**src/rtl/mips_mc_control.sv**
```systemverilog
// Multicycle main-control FSM for a MIPS core: sequences fetch/decode/execute/memory/writeback.
// Optional bne support is compiled in when the macro MC_BNE_EN is defined.
module mips_mc_control #(
   parameter bit IMPL_ILLEGAL_TRAP = 1'b1
) (
   input  logic       clk,
   input  logic       rst_n,
   input  logic [5:0] opcode,
   input  logic       zero,
   input  logic       mem_ready,
   output logic       iord,
   output logic       memwrite,
   output logic       irwrite,
   output logic       regdst,
   output logic       memtoreg,
   output logic       regwrite,
   output logic       alusrca,
   output logic [1:0] alusrcb,
   output logic [1:0] aluop,
   output logic [1:0] pcsrc,
   output logic       pcen,
   output logic       illegal_op,
   output logic [3:0] state_o
);

   typedef enum logic [3:0] {
      S_FETCH   = 4'd0,
      S_DECODE  = 4'd1,
      S_MEMADR  = 4'd2,
      S_MEMRD   = 4'd3,
      S_MEMWB   = 4'd4,
      S_MEMWR   = 4'd5,
      S_RTYPEEX = 4'd6,
      S_ALUWB   = 4'd7,
      S_BEQEX   = 4'd8,
      S_ADDIEX  = 4'd9,
      S_ADDIWB  = 4'd10,
      S_JEX     = 4'd11,
      S_BNEEX   = 4'd12
   } state_t;

   localparam logic [5:0] OP_RTYPE = 6'b000000;
   localparam logic [5:0] OP_LB    = 6'b100000;
   localparam logic [5:0] OP_SB    = 6'b101000;
   localparam logic [5:0] OP_BEQ   = 6'b000100;
   localparam logic [5:0] OP_ADDI  = 6'b001000;
   localparam logic [5:0] OP_J     = 6'b000010;
   localparam logic [5:0] OP_BNE   = 6'b000101;

   state_t state_q, state_d;
   logic   illegal_q, illegal_d;
   logic   pcwrite, branch, branchne;
   logic   memwrite_s, irwrite_s, regwrite_s;

   // NOTE: state registers use non-blocking assignments so every flop samples pre-edge values.
   always_ff @(posedge clk or negedge rst_n) begin
      if (!rst_n) begin
         state_q   <= S_FETCH;
         illegal_q <= 1'b0;
      end else begin
         state_q   <= state_d;
         illegal_q <= illegal_d;
      end
   end

   // NOTE: every output and next-state term gets a default first, so no path infers a latch.
   always_comb begin
      state_d    = S_FETCH;
      illegal_d  = illegal_q;
      iord       = 1'b0;
      memwrite_s = 1'b0;
      irwrite_s  = 1'b0;
      regdst     = 1'b0;
      memtoreg   = 1'b0;
      regwrite_s = 1'b0;
      alusrca    = 1'b0;
      alusrcb    = 2'b00;
      aluop      = 2'b00;
      pcsrc      = 2'b00;
      pcwrite    = 1'b0;
      branch     = 1'b0;
      branchne   = 1'b0;

      case (state_q)
         S_FETCH: begin
            alusrcb   = 2'b01;
            irwrite_s = mem_ready;
            pcwrite   = mem_ready;
            state_d   = mem_ready ? S_DECODE : S_FETCH;
         end
         S_DECODE: begin
            alusrcb = 2'b11;
            case (opcode)
               OP_LB, OP_SB: state_d = S_MEMADR;
               OP_RTYPE:     state_d = S_RTYPEEX;
               OP_BEQ:       state_d = S_BEQEX;
               OP_ADDI:      state_d = S_ADDIEX;
               OP_J:         state_d = S_JEX;
`ifdef MC_BNE_EN
               OP_BNE:       state_d = S_BNEEX;
`endif
               default: begin
                  state_d = S_FETCH;
                  if (IMPL_ILLEGAL_TRAP) illegal_d = 1'b1;
               end
            endcase
         end
         S_MEMADR: begin
            alusrca = 1'b1;
            alusrcb = 2'b10;
            state_d = (opcode == OP_SB) ? S_MEMWR : S_MEMRD;
         end
         S_MEMRD: begin
            iord    = 1'b1;
            state_d = mem_ready ? S_MEMWB : S_MEMRD;
         end
         S_MEMWB: begin
            memtoreg   = 1'b1;
            regwrite_s = 1'b1;
         end
         S_MEMWR: begin
            iord       = 1'b1;
            memwrite_s = 1'b1;
            state_d    = mem_ready ? S_FETCH : S_MEMWR;
         end
         S_RTYPEEX: begin
            alusrca = 1'b1;
            aluop   = 2'b10;
            state_d = S_ALUWB;
         end
         S_ALUWB: begin
            regdst     = 1'b1;
            regwrite_s = 1'b1;
         end
         S_BEQEX: begin
            alusrca = 1'b1;
            aluop   = 2'b01;
            pcsrc   = 2'b01;
            branch  = 1'b1;
         end
         S_ADDIEX: begin
            alusrca = 1'b1;
            alusrcb = 2'b10;
            state_d = S_ADDIWB;
         end
         S_ADDIWB: regwrite_s = 1'b1;
         S_JEX: begin
            pcsrc   = 2'b10;
            pcwrite = 1'b1;
         end
`ifdef MC_BNE_EN
         S_BNEEX: begin
            alusrca  = 1'b1;
            aluop    = 2'b01;
            pcsrc    = 2'b01;
            branchne = 1'b1;
         end
`endif
         default: state_d = S_FETCH;
      endcase
   end

   // Write enables are gated by rst_n so nothing is written while reset is held.
   assign memwrite   = rst_n & memwrite_s;
   assign irwrite    = rst_n & irwrite_s;
   assign regwrite   = rst_n & regwrite_s;
   assign pcen       = rst_n & (pcwrite | (branch & zero) | (branchne & ~zero));
   assign illegal_op = illegal_q;
   assign state_o    = state_q;

endmodule

```
**config.mk**
```make
export PLATFORM = sky130hd
export DESIGN_NAME = mips_mc_control
export DESIGN_NICKNAME = d
export VERILOG_FILES = /design/src/rtl/mips_mc_control.sv
export SDC_FILE = /design/constraint.sdc
export NUM_CORES = 1
export LEC_CHECK = 0
export CAP_MARGIN = 10
export CORE_AREA = 2 2 39 41
export CTS_CLUSTER_SIZE = 40
export DETAILED_ROUTE_END_ITERATION = 8
export DIE_AREA = 0 0 41 43
export DONT_BUFFER_PORTS = 1
export HOLD_SLACK_MARGIN = 0.15
export SYNTH_ARGS = -nofsm -noshare
export SYNTH_HDL_FRONTEND = slang
export SYNTH_SLANG_ARGS = --single-unit
export TNS_END_PERCENT = 10
```
**constraint.sdc**
```tcl
create_clock -name clk -period 2.11 [get_ports clk]
set_input_delay 0.633 -clock clk [delete_from_list [all_inputs] [get_ports clk]]
set_output_delay 0.633 -clock clk [all_outputs]
set_load 0.005 [all_outputs]
```
==> metrics, run 1 <==
status=finished clean; number of enable-type register cells in the synthesized netlist=0; routed length per placed instance=14.45 µm; distinct cell type count of the synthesized netlist=35; total wire length=1.387 mm; effective utilization at floorplan=40.87%; Rows=14; GR met3 Demand/Resource=5.759%; depth of the most critical reg-to-reg path=4; Placed Area=593.1 µm²; Design Area, Final=635.6 µm²; CTS Root Buffer Type=sky130_fd_sc_hd__clkbuf_4; gpl congestion=0.7970; number of buffers between clock root and the deepest sink=2; Die Wd=41 µm; drc violations=0; initial antenna violation count=0; Setup Skew=0.001029 ns; peak ir drop on the vdd network=0.3699 mV; leakage power=0.2403 nW; syn nets=87; CP endpoint kind=output pin; crit path time final=2.040 ns; top cell type by total area after synthesis=sky130_fd_sc_hd__dfrtp_1; hold slack=0.5079 ns; slew at the pin closest to its max-slew limit=0.4999 ns; commonest cells in the netlist=sky130_fd_sc_hd__nor3_1 (7), sky130_fd_sc_hd__clkbuf_1 (6), sky130_fd_sc_hd__nor2_1 (6); Fmax achieved=0.4903 GHz; most common cell in the synthesized netlist=sky130_fd_sc_hd__nor3_1; dpl hpwl=1.071 mm; fraction of final layout cells with drive strength greater than 1=17.50%; flop2flop setup slack=0.40 ns; area grow syn2layout=12.39%; Die Span Y=43 µm; highest-utilization routing layer at the global route stage=met2; post-CTS setup buffers=0; Worst Setup SP=state_o[3]$_DFF_PN0_; cell count after placement=91; TritonCTS clock tree=yes; Initial DRT Pass Iterations=4; met2 demand-to-capacity share in global routing=24.38%; total number of vias=588; Ports=29; hold violation count in the final report=0; total global-route track usage=17.11%; Floorplan Core Area=1384 µm²; maximum fanout along the worst path=7; largest net degree at the start of global routing=24; sum of overflow across all layers after global routing=0; mean instance size in the synthesized netlist=7.345 µm²; reg-to-reg endpoint=state_o[0]$_DFF_PN0_; register area share after synthesis=22.12%; crit share post-route=96.67%; insertion delay of the later-clocked pin in the worst-skew pair=0.24 ns; required arrival time at the worst endpoint=1.48 ns; cell count after synthesis=77; top cells by area, synth=sky130_fd_sc_hd__dfrtp_1 (22%), sky130_fd_sc_hd__nor3_1 (6.2%), sky130_fd_sc_hd__clkbuf_1 (4.0%); Hold/Removal Path Class=flip-flop to flip-flop; clock-pin slew on the worst setup and hold paths=0.04 ns; number of synthesized register bits=5; type of the worst setup path=flip-flop to output pin; Max-cap violations=0; htree depth=1; number of CTS-inserted buffers=3; worst setup path endpoint=regwrite; via density per instance=6.125; final count of pins violating max slew=0; launching element type of the critical path=flip-flop; Async SR Flop Fraction=100.0%; Die Area=1763 µm²; Top FF cell, synth=sky130_fd_sc_hd__dfrtp_1; Final Net Count=91; synthesis warning total=0; clock sink count=5; non-filler instance count after layout=96; post-route ant nets=0; critical path arrival=1.41 ns; critical register-to-register path startpoint=state_o[1]$_DFF_PN0_; Post-Synthesis Cell Area=565.5 µm²; GR met1 Demand/Resource=22.44%; quantity of I/O buffers inserted on ports=0; count of antenna diodes in the layout=0; global-route wire length before repair=2.076 mm; worst slew margin relative to its limit=66.37%; vias in the first global route=486; First DRT Iteration DRCs=14; area share of the largest cell type after synthesis=22.12%; number of setup violations in the final report=0; areal power density over the cells=1008 nW/µm²
[sequential cells by signal (all words and copies together), names as in the netlist]
register    flops
state_o         4
illegal_op      1
[where the power goes]
part,total (mW),switching [mW],internal [mW]
Combinational,0.371,0.212,0.158
Clock,0.107,0.0359,0.0713
Sequential,0.163,0.0393,0.123
Total,0.640,0.288,0.353
[area by class of cell]
type	count	area [µm²]
tap	16	20.02
fill	157	748.2
sequential	5	127.6
clock buffer	4	26.28
timing repair buffer	5	40.04
multi-input combinational	61	402.9
inverter	5	18.77
[what timing repair did]
item	CTS	global route
hold endpoints to repair	5	0
hold buffers	1	0
endpoints found under the setup margin	0	1
resized for setup	0	3
[layer usage]
layer | vias to the layer above | share of wire, %
li1 | 292 | -
met1 | 271 | 46
met2 | 25 | 46
met3 | 0 | 7.9
met4 | 0 | 0
met5 | - | 0
[per-stage QoR]
stage	power [mW]	utilization [%]	setup TNS [ns]	setup slack (ns)
2_1_floorplan	0.4433	-	0	0.1842
3_3_place_gp	0.5246	42.86	0	0.3350
3_5_place_dp	0.5251	42.86	0	0.3100
4_1_cts	0.6407	45.48	0	0.04405
5_1_grt	0.7084	45.93	-0.002062	-0.002062
6_report	0.6405	45.93	0	0.07023
[cell families (layout without fill, tap and decap cells)]
family	Yosys count	after routing	synth area share, %
DFF	5	5	22.12
xor gates and xnor gates	3	3	4.647
and+or+nand+nor	38	38	41.15
muxes	1	1	1.991
AOI/OAI and AO/OA	19	19	22.79
buffers and inverters	11	14	7.301
[worst min path at each step]
stage | cells after the start | startpoint | slack, ns | end
after floorplan | 0 | rst_n | 0.34 | illegal_op$_DFFE_PN0P_
after global placement | 0 | rst_n | 0.34 | state_o[3]$_DFF_PN0_
after detailed placement | 0 | rst_n | 0.34 | state_o[2]$_DFF_PN0_
after CTS | 1 | illegal_op$_DFFE_PN0P_ | 0.51 | illegal_op$_DFFE_PN0P_
after global routing | 1 | illegal_op$_DFFE_PN0P_ | 0.54 | illegal_op$_DFFE_PN0P_
final | 1 | illegal_op$_DFFE_PN0P_ | 0.51 | illegal_op$_DFFE_PN0P_
[worst max-delay path, stage by stage (launching register included)]
cell,delay (ns)
sky130_fd_sc_hd__dfrtp_2,0.43
sky130_fd_sc_hd__or3b_2,0.46
sky130_fd_sc_hd__a21oi_2,0.14
sky130_fd_sc_hd__o21a_1,0.13
[placed cells by master (no fill, tap or decap), types with 2 or more instances in the layout]
cell type / netlist / layout
sky130_fd_sc_hd__nor3_1: 7 / 7
sky130_fd_sc_hd__clkbuf_4: 0 / 3
sky130_fd_sc_hd__xor2_1: 2 / 2
sky130_fd_sc_hd__o21ai_0: 3 / 3
sky130_fd_sc_hd__inv_1: 5 / 5
sky130_fd_sc_hd__and4b_1: 2 / 2
sky130_fd_sc_hd__dfrtp_1: 5 / 3
sky130_fd_sc_hd__nor4b_1: 2 / 2
sky130_fd_sc_hd__dfrtp_2: 0 / 2
sky130_fd_sc_hd__nand2_1: 4 / 4
sky130_fd_sc_hd__nand2b_1: 3 / 3
sky130_fd_sc_hd__nor2b_1: 3 / 3
sky130_fd_sc_hd__o211ai_1: 3 / 3
sky130_fd_sc_hd__nor2_1: 6 / 6
sky130_fd_sc_hd__a21oi_1: 4 / 3
sky130_fd_sc_hd__buf_4: 0 / 4
sky130_fd_sc_hd__a31oi_1: 2 / 2
Power figures use the tool's default switching activity.
==> inputs of run 2 (changes only) <==
CORE_AREA = unset   (was 2 2 39 41)
CORE_ASPECT_RATIO = 1.1   (was unset)
CORE_UTILIZATION = 35   (was unset)
DIE_AREA = unset   (was 0 0 41 43)
==> metrics, run 2 (synthesis results as in run 1) <==
aggregate negative setup slack=0 ns (unchanged); critical path arrival=1.37 ns (-0.04 ns); worst slew margin relative to its limit=65.03% (-1.3 points); number of CTS-inserted buffers=3 (unchanged); number of fillers in the final layout=154 (-1.9%); Ports=29 (unchanged); via density per instance=6.167 (+0.68%); critical register-to-register path startpoint=state_o[1]$_DFF_PN0_; largest net degree at the start of global routing=24 (unchanged); PnR Total Power=639.9 µW (about the same); amount of wire on met2 after detailed routing=643 µm (+0.78%); Max stage delay on crit path=0.47 ns (about the same); total number of vias=592 (+0.68%); CP endpoint kind=output pin; dpl hpwl=1.046 mm (-2.4%); fraction of final layout cells with drive strength greater than 1=16.25% (-1.2 points); hold violation count in the final report=0 (unchanged); required arrival time at the worst endpoint=1.48 ns (about the same); hold slack=0.5037 ns (-0.004245 ns); post-CTS setup buffers=0 (unchanged); Worst path slowest cell=sky130_fd_sc_hd__or3b_2; quantity of I/O buffers inserted on ports=0 (unchanged); most common cell after layout, fill and taps aside=sky130_fd_sc_hd__nor3_1; met3 WL=95 µm (-13%); number of buffers between clock root and the deepest sink=2 (unchanged); global-route wire length before repair=2.214 mm (+6.6%); worst path cell trace=or3b_2, a21oi_1, o21a_1; total wire length=1.419 mm (+2.3%); highest metal layer with signal wires=met3; Max-cap violations=0 (unchanged); Worst Setup SP=state_o[1]$_DFF_PN0_; post-route ant nets=0 (unchanged); count of antenna diodes in the layout=0 (unchanged); Floorplan Core Area=1436 µm² (+3.8%); TritonCTS clock tree=yes; status=finished clean; vias in the first global route=506 (+4.1%); core occupancy in the finished layout=44.08% (-1.9 points); number of setup violations in the final report=0 (unchanged); CTS Root Buffer Type=sky130_fd_sc_hd__clkbuf_4; crit share post-route=94.96% (-1.7 points); insertion delay of the later-clocked pin in the worst-skew pair=0.24 ns (about the same); final count of pins violating max slew=0 (unchanged); worst min-delay path startpoint=illegal_op$_DFFE_PN0P_; Die Span Y=44.16 µm (+2.7%); areal power density over the cells=1011 nW/µm² (+0.31%); Final Net Count=91 (unchanged); First DRT Iteration DRCs=2 (-12); type of the worst setup path=flip-flop to output pin; Initial DRT Pass Iterations=4 (unchanged); sum of overflow across all layers after global routing=0 (unchanged); htree depth=1 (unchanged); slew at the pin closest to its max-slew limit=0.5198 ns (+0.01993 ns); non-filler instance count after layout=96 (unchanged); RSZ-0062 raised after global routing=false; flip-flop count of the largest register, all copies and words added=4 (unchanged); maximum fanout along the worst path=2 (-5); Setup Skew=0.003034 ns (+0.002005 ns); leakage power=0.2419 nW (+0.65%); Die Area=1781 µm² (+1.0%); effective utilization at floorplan=39.37% (-1.5 points); Die Wd=40.33 µm (-1.6%); Rows=14 (unchanged); DRT met1 WL=680 µm (+6.6%); peak ir drop on the vdd network=0.4195 mV (+13%); Fmax achieved=0.4991 GHz (+1.8%); clock sink count=5 (unchanged); routed length per placed instance=14.78 µm (+2.3%); drc violations=0 (unchanged); initial antenna violation count=0 (unchanged); Hold/Removal Path Class=flip-flop to flip-flop; crit path time final=2.004 ns (-0.03613 ns); commonest cells after routing, fill and taps aside=sky130_fd_sc_hd__nor3_1 (7), sky130_fd_sc_hd__nor2_1 (5), sky130_fd_sc_hd__inv_1 (5); clock-pin slew on the worst setup and hold paths=0.04 ns (about the same); cell count after placement=91 (unchanged); total global-route track usage=17.61% (+0.50 points); launching element type of the critical path=flip-flop; gpl congestion=0.7616 (-4.4%); area grow syn2layout=11.95%
==> run 2: changes by cell type in the layout (fill, tap and decap cells not counted) <==
| cell | previous run | this run |
|---|---|---|
| sky130_fd_sc_hd__a21oi_1 | 3 | 4 |
| sky130_fd_sc_hd__a21oi_2 | 1 | 0 |
| sky130_fd_sc_hd__dfrtp_1 | 3 | 4 |
| sky130_fd_sc_hd__dfrtp_2 | 2 | 1 |
| sky130_fd_sc_hd__nor2_1 | 6 | 5 |
| sky130_fd_sc_hd__nor2_2 | 0 | 1 |
==> run 2: what timing repair did <==
action / 4_1_cts / 5_1_grt
endpoints found under the setup margin: 0 / 2
gates resized for setup: 0 / 2
hold endpoints to repair: 5 / 0
hold buffers: 1 / 0
==> run 2: critical path, delay by kind of cell, from the launching register on <==
| family | cells | cell delay [ns] |
|---|---|---|
| flip-flops | 1 | 0.37 |
| AO/OA/AOI/OAI | 2 | 0.30 |
| AND/OR/NAND/NOR | 1 | 0.47 |
==> run 2: metrics by stage <==
step | setup WS, ns | area [µm²]
after floorplan | 0.1842 | 565.5
after global placement | 0.3601 | 593.1
after detailed placement | 0.3127 | 593.1
after CTS | 0.05325 | 629.4
after global routing | 0.01649 | 633.1
final | 0.1064 | 633.1
==> run 2: report_power, final <==
group / internal [mW] / leakage [nW] / switching (mW)
registers: 0.123 / 0.0611 / 0.0466
clock network: 0.0713 / 0.0150 / 0.0364
logic: 0.157 / 0.166 / 0.206
==> run 2: path summary, 6_finish.rpt <==
kind	endpoint	slack (ns)	cells past startpoint
max reg2reg	state_o[0]$_DFF_PN0_	0.40	4
min in group asynchronous	illegal_op$_DFFE_PN0P_	0.69	1
max	regwrite	0.11	3
max in group asynchronous	state_o[0]$_DFF_PN0_	1.21	1
min reg2reg	illegal_op$_DFFE_PN0P_	0.50	1
min	illegal_op$_DFFE_PN0P_	0.50	1
==> run 2: area by class of cell <==
cell class / count / area, µm² / share of cell area, %
well taps: 16 / 20.02 / 3.162
repair buffers: 5 / 40.04 / 6.324
inverters: 5 / 18.77 / 2.964
flip-flops and latches: 5 / 126.4 / 19.96
multi-input cells: 61 / 401.6 / 63.44
clock buffers: 4 / 26.28 / 4.150
==> run 2: layer usage <==
metal / up-vias / track usage [%]
met1: 276 / 25.08
met4: 0 / 4.000
met5: - / 0
met3: 0 / 7.035
met2: 28 / 24.76
li1: 288 / -
